File: src/rtl/pkt_receiver.sv
`default_nettype none
// +----------------------------------------------------------------------------+
// | Module      : pkt_receiver                                                 |
// | Description : Serial packet receiver: SYNC hunt, PID check, 64-bit payload |
// |               capture with CRC16 residual check and end-of-packet report.  |
// | Revision    : 1.0 - initial release                                        |
// +----------------------------------------------------------------------------+
module pkt_receiver #(
  parameter logic [3:0] PID_DATA0 = 4'b0011,
  parameter logic [7:0] SYNC_PAT  = 8'b1000_0000
) (
  input  logic        clock,
  input  logic        reset,
  input  logic        bit_in,
  input  logic        bit_valid,
  input  logic        eop,
  output logic        rec_start,
  output logic        rec_DATA0,
  output logic        data_valid,
  output logic [63:0] data_rec,
  output logic        rec_other,
  output logic [3:0]  pid_rec,
  output logic        pid_err
);

  localparam logic [1:0]  c_S_HUNT   = 2'd0;
  localparam logic [1:0]  c_S_PID    = 2'd1;
  localparam logic [1:0]  c_S_BODY   = 2'd2;
  localparam logic [1:0]  c_S_REPORT = 2'd3;
  localparam logic [15:0] c_CRC_POLY = 16'h8005;
  localparam logic [15:0] c_CRC_INIT = 16'hFFFF;
  localparam logic [15:0] c_CRC_RES  = 16'h800D;
  localparam logic [6:0]  c_CNT_MAX  = 7'd127;

  logic [1:0]  r_state;
  logic [1:0]  w_state_next;
  logic [6:0]  r_hist;
  logic [6:0]  r_pid_sr;
  logic [6:0]  r_cnt;
  logic [15:0] r_crc;
  logic [63:0] r_payload;
  logic [63:0] r_data_rec;
  logic [3:0]  r_pid_rec;
  logic        r_pid_err;

  logic [7:0]  w_hist;
  logic [7:0]  w_pid;
  logic        w_sync_hit;
  logic        w_pid_last;
  logic        w_pid_ok;
  logic        w_crc_fb;
  logic [15:0] w_crc_next;
  logic        w_report;

  // 8-bit history window: the seven stored bits plus the bit arriving now
  assign w_hist     = {bit_in, r_hist};
  assign w_pid      = {bit_in, r_pid_sr};
  assign w_sync_hit = bit_valid && (w_hist == SYNC_PAT);
  assign w_pid_last = bit_valid && (r_cnt == 7'd7);
  assign w_pid_ok   = (w_pid[7:4] == ~w_pid[3:0]);
  assign w_crc_fb   = r_crc[15] ^ bit_in;
  assign w_crc_next = {r_crc[14:0], 1'b0} ^ (w_crc_fb ? c_CRC_POLY : 16'h0000);

  always_ff @(posedge clock) begin
    if (reset) begin
      r_state <= c_S_HUNT;
    end else begin
      r_state <= w_state_next;
    end
  end

  always_comb begin
    w_state_next = r_state;
    case (r_state)
      c_S_HUNT:   if (w_sync_hit) w_state_next = c_S_PID;
      c_S_PID: begin
        if (eop) begin
          w_state_next = c_S_HUNT;
        end else if (w_pid_last) begin
          w_state_next = w_pid_ok ? c_S_BODY : c_S_HUNT;
        end
      end
      c_S_BODY:   if (eop) w_state_next = c_S_REPORT;
      default:    w_state_next = c_S_HUNT;
    endcase
  end

  always_ff @(posedge clock) begin
    if (reset) begin
      r_hist     <= '0;
      r_pid_sr   <= '0;
      r_cnt      <= '0;
      r_crc      <= '0;
      r_payload  <= '0;
      r_data_rec <= '0;
      r_pid_rec  <= '0;
      r_pid_err  <= 1'b0;
    end else begin
      r_pid_err <= 1'b0;
      case (r_state)
        c_S_HUNT: begin
          r_cnt <= '0;
          if (bit_valid) r_hist <= w_sync_hit ? '0 : w_hist[7:1];
        end
        c_S_PID: begin
          if (eop) begin
            r_pid_err <= 1'b1;
          end else if (bit_valid) begin
            r_pid_sr <= w_pid[7:1];
            r_cnt    <= r_cnt + 7'd1;
            if (r_cnt == 7'd7) begin
              r_cnt <= '0;
              r_crc <= c_CRC_INIT;
              if (w_pid_ok) r_pid_rec <= w_pid[3:0];
              else          r_pid_err <= 1'b1;
            end
          end
        end
        c_S_BODY: begin
          if (bit_valid) begin
            // Payload keeps only the first 64 body bits; CRC sees every bit
            if (r_cnt < 7'd64) r_payload <= {bit_in, r_payload[63:1]};
            r_crc <= w_crc_next;
            if (r_cnt != c_CNT_MAX) r_cnt <= r_cnt + 7'd1;
          end
        end
        default: begin
          if ((r_pid_rec == PID_DATA0) && (r_cnt >= 7'd64)) r_data_rec <= r_payload;
        end
      endcase
    end
  end

  assign w_report = (r_state == c_S_REPORT) && !reset;

  always_comb begin
    rec_start  = (r_state != c_S_HUNT) && !reset;
    rec_DATA0  = w_report && (r_pid_rec == PID_DATA0);
    rec_other  = w_report && (r_pid_rec != PID_DATA0);
    data_valid = rec_DATA0 && (r_cnt == 7'd80) && (r_crc == c_CRC_RES);
    pid_err    = r_pid_err && !reset;
    data_rec   = r_data_rec;
    pid_rec    = r_pid_rec;
  end

endmodule
`default_nettype wire

File: config.mk
export PLATFORM = sky130hd
export DESIGN_NAME = pkt_receiver
export DESIGN_NICKNAME = d
export VERILOG_FILES = /design/src/rtl/pkt_receiver.sv
export SDC_FILE = /design/constraint.sdc
export NUM_CORES = 1
export LEC_CHECK = 0
export BUFFER_PORTS_ARGS = -buffer_cell sky130_fd_sc_hd__buf_2
export CAP_MARGIN = 10
export CELL_PAD_IN_SITES_DETAIL_PLACEMENT = 1
export CELL_PAD_IN_SITES_GLOBAL_PLACEMENT = 1
export CORE_MARGIN = 3
export CORE_UTILIZATION = 45
export CTS_BUF_LIST = sky130_fd_sc_hd__clkbuf_2
export DETAILED_ROUTE_END_ITERATION = 8
export PLACE_DENSITY_LB_ADDON = 0.1
export SLEW_MARGIN = 10
export SYNTH_ARGS = -nofsm -noshare
export SYNTH_HDL_FRONTEND = slang
export SYNTH_SLANG_ARGS = --single-unit
File: constraint.sdc
create_clock -name clock -period 2.6 [get_ports clock]
set_input_delay 0.65 -clock clock [delete_from_list [all_inputs] [get_ports clock]]
set_output_delay 0.65 -clock clock [all_outputs]
set_load 0.03 [all_outputs]
# After elaboration in Yosys (flattened, before gate mapping)

Cells that the tools add are included.

Bits in registers: 172
Memory bits (read-only): 0
Output and inout bits: 73
Input bits: 5
Memories: 0
Memory bits (writable): 0
Latch bits: 0

$lt $le $gt $ge: 2
Divide/modulo/power cells: 0
Bitwise logic cells: 6
Shift operators: 0
Multipliers: 0
Reduce and logical (&&, ||, !) cells: 25
Multiplexer cells: 23
Eq/ne operators: 19
Add/sub/neg operators: 1

Operators by type and width:

| operator               | count |
|---|---|
| $mux W16               | 5 |
| $mux W7                | 6 |
| $pmux W16 S2           | 1 |
| $pmux W7 S3            | 1 |
| $eq A16 B16 Y1 const B | 1 |
| $xor A16 B16 Y16       | 1 |
| $reduce_and A5 Y1      | 3 |
| $ne A2 B2 Y1 const B   | 7 |
| $logic_and A1 B1 Y1    | 10 |
| $mux W2                | 5 |
| $reduce_and A3 Y1      | 3 |
| $eq A8 B8 Y1 const B   | 1 |
| $add A7 B1 Y7 const B  | 1 |
| $eq A7 B3 Y1 const B   | 1 |
| $eq A7 B7 Y1 const B   | 1 |
| $ge A7 B7 Y1 const B   | 1 |
| $lt A7 B7 Y1 const B   | 1 |
| $ne A7 B7 Y1 const B   | 1 |
| $pmux W2 S3            | 1 |
| $eq A2 B2 Y1 const B   | 2 |
| $eq A4 B2 Y1 const B   | 1 |
| $eq A4 B4 Y1           | 1 |
| $mux W1                | 4 |
| $ne A4 B2 Y1 const B   | 1 |
| other kinds (12)       | 16 |

# Longest topological paths before layout

Word-level depth: 6
Gate-level depth with buffers: 9
Gate-level depth less buffers: 7

# Least setup slack after synthesis

Ideal clock, no wire load.

Path kind: register to output
From: register r_pid_rec[1] (netlist: pid_rec[1])
To: output port data_valid
Arrival: 1755 ps
Path slack: 195 ps
Stages on the path, launching flop included: 4
Required time: 1950 ps
Path through: dfxtp_1 > nor4bb_1 > and3_1 > and3_1

Cells in the longest elaborated chain, start to end: 4

RTL lines:

| item                             | RTL line | RTL |
|---|---|---|
| start, declared                  | 43       | `logic [3:0] r_pid_rec;` |
| start signal, assigned           | 114      | `if (w_pid_ok) r_pid_rec <= w_pid[3:0];` |
| $eq A4 B2 Y1                     | 138      | `rec_DATA0 = w_report && (r_pid_rec == PID_DATA0);` |
| $logic_and A1 B1 Y1              | 138      |  |
| net rec_DATA0                    | 18       | `output logic rec_DATA0,` |
| $logic_and A1 B1 Y1 (2 in a row) | 140      | `data_valid = rec_DATA0 && (r_cnt == 7'd80) && (r_crc == c_CRC_RES);` |
| end, declared                    | 19       | `output logic data_valid,` |

The timed path passes the listed nets, and every way through them passes these cells.

# Final worst setup path

From: register r_pid_rec[2] (netlist: pid_rec[2])
To: output port data_valid

Cells in the longest elaborated chain, start to end: 4

RTL lines:

| item                             | RTL line |
|---|---|
| $eq A4 B2 Y1                     | 138 |
| $logic_and A1 B1 Y1              | 138 |
| $logic_and A1 B1 Y1 (2 in a row) | 140 |

No other way between the ends.

==> impl_results.md <==
- DIE HEIGHT: 126.2 um
- Worst-margin pin slew: 0.6608 ns
- Commonest non-fill, non-tap cell in the layout: nand2_1
- Final net count: 869
- Peak VDD IR: 0.2843 mV
- Detail Placement HPWL: 10.18 mm
- PortBufs: 77
- Syn Area/Cell: 8.154 um2
- CP Class: flop to primary output
- CTS Root Cell: clkbuf_2
- Required @ worst endpoint: 1.95 ns
- Dpl ws: 0.2568 ns
- Final Cycle Share: 102.4%
- Crit start category: flop
- Violated checks: negative setup slack
- Ports: 78
- Mapped Cells: 797
- Register area share after synthesis: 52.98%
- H-tree Lvls: 4
- GRT Util Overall: 19.75%
- Routability congestion estimate: 0.7491
- Clock Power Share: 31.2%
- Vias in the first global route: 5508
- Most frequent cells in the layout: nand2_1 (275), dfxtp_1 (163), a21oi_1 (141)
- Synth Cell Area: 0.006499 mm2
- First-pass GRT wire length: 26.43 mm
- P_sw: 1.073 mW
- Register clock-pin slew on the reported worst setup and hold paths: 0.23 ns
- P&R area growth vs syn: 13.52%
- Netlist cell types: 43
- Yosys reg bits: 172
- Initial antenna violation count: 0
- Yosys top cell area share: 52.98%
- Core area: 0.01399 mm2
- Switching Share: 26.02%
- Reg power frac: 64.5%
- CTS hold repair buffers: 0
- Max Fanout on Critical Path: 2
- Fraction of layout cells with a size suffix above 1: 19.31%
- Largest area contributor in the netlist: dfxtp_1
- Power Density: 558.9 mW/mm2
- YS warnings: 0
- Largest net degree at the start of global routing: 65
- Internal Power: 3.050 mW
- CTS tree: yes
- Max frequency: 0.3755 GHz
- Max-cap violations: 0
- Clock Skews: 0.03002 ns
- GRT Residual Overflow: 0
- Critical Path End Type: primary output
- Routed vias/inst: 5.258
- CTS Buf Count: 17
- Final setup viols: 2
- Drt wl/cell: 14.59 um
- Outcome: complete, but fails checks
- Drt pass-1 iters: 4
- DRC: 0
- Post-Syn Nets: 809
- Antenna Violating Nets Remaining: 0
- DIE WIDTH: 126.2 um
- Storage cell area: 0.003457 mm2
- Diodes inserted: 0
- Arr. time, crit path: 2.01 ns
- Area of the multi-input gates: 0.002863 mm2
- Pins over their slew limit: 0
- Worst hold path type: input pin to flop
- Die footprint: 0.01592 mm2
- DR vias: 5521
- Period minus WS final: 2.663 ns
- Std cell rows: 43
- Clk_lat worst skew: 0.74 ns
- Initial Util: 46.46%
- RSZ-0062 raised after global routing: yes
- DR iter-0 viols: 371
- Final WL: 15.32 mm
- Comb pwr share: 4.2%
- CTS sink cnt: 172
- Worst setup margin: -0.06293 ns
- Pleak: 2.766 nW
- Final hold viol count: 0
- Setup TNS: -0.07729 ns
- Max clock buf depth: 2
- Number of fill cells: 1737
- Rel. slew slack: 55.95%
- Hold WS: 0.1212 ns
- Ranking of synthesized cells by area: dfxtp_1 (53%), nand2_1 (16%), a21oi_1 (11%)
power groups by stage:
stage	clock (mW)	sequential [mW]	combinational (mW)
detailed placement	0	2.71	0.166
global route	1.46	2.67	0.195
global placement	0	2.71	0.159
CTS	1.33	2.66	0.168
floorplan	0	2.71	0.124
finish	1.29	2.66	0.174
stage by stage:
step,cells,total power [mW],util [%],cell area (um2)
2_1_floorplan,797,2.831,-,6499
3_3_place_gp,1012,2.868,50.30,7037
3_5_place_dp,1012,2.876,50.30,7037
4_1_cts,1048,4.164,52.25,7308
5_1_grt,1050,4.321,52.74,7377
6_report,1050,4.123,52.74,7377
flip-flops by register name, summed over array words and instances (netlist names):
| name | flops |
|---|---|
| r_pid_sr | 7 |
| r_crc | 16 |
| r_cnt | 7 |
| r_hist | 7 |
| r_pid_err | 1 |
| r_payload | 64 |
| r_state | 2 |
| data_rec | 64 |
| pid_rec | 4 |
worst max-delay path, stage by stage, from the launching register on:
cell      delay [ns]
dfxtp_2         0.39
nor4bb_4        0.28
buf_4           0.16
and3_4          0.17
and3_4          0.17
buf_6           0.12
worst paths after layout:
path / from / to / slack [ns] / cells past startpoint
min: reset / r_state[0] / 0.12 / 2
min reg2reg: r_payload[47] / data_rec[47] / 0.45 / 2
max: pid_rec[2] / data_valid / -0.06 / 5
max reg2reg: r_cnt[3] / r_crc[3] / 0.32 / 4
routing by layer:
metal / vias up / track usage [%] / share of wire [%]
met5: - / 0 / 0
met4: 0 / 5.552 / 1.1
met3: 15 / 4.029 / 3.8
met2: 77 / 33.77 / 49
met1: 2646 / 25.40 / 46
li1: 2783 / - / -
kinds of logic after synthesis:
| family | after synthesis | synth area share [%] |
|---|---|---|
| compound gates | 174 | 15.71 |
| xor+xnor | 7 | 0.9434 |
| fa+ha+maj | 7 | 1.348 |
| flops | 172 | 52.98 |
| buf+inv | 65 | 4.139 |
| simple gates | 362 | 23.33 |
| mux | 10 | 1.540 |
synth_stat cells, drive strengths merged:
master,number
or4,6
o41ai,1
inv,8
or2,2
o311ai,1
mux2i,10
dfxtp,172
o21a,1
a21oi,142
ha,7
or4b,2
or3,3
xnor2,2
o31ai,5
clkbuf,48
nand4bb,1
nor4b,1
nor3,6
nor2b,3
nor4,2
xor2,5
buf,9
and2,1
o221ai,1
nand4b,1
o32a,1
o21ai,5
nand3,16
o22ai,1
nand2,275
o221a,16
and3,6
nor3b,2
nor2,30
nand4,2
nand2b,1
nor4bb,2
final cells by class:
type,instances,share of cell area (%)
Clock inverter,15,1.645
Sequential cell,172,46.86
Tap cell,180,3.053
Multi-Input combinational cell,560,38.81
Clock buffer,17,1.153
Timing Repair Buffer,98,8.073
Inverter,8,0.4071
repair_timing:
item	CTS	global route
resized for setup	13	12
setup buffers	4	2
endpoints found under the setup margin	4	4
pin swaps	2	2
No activity file was read; power rests on OpenSTA's default activity.
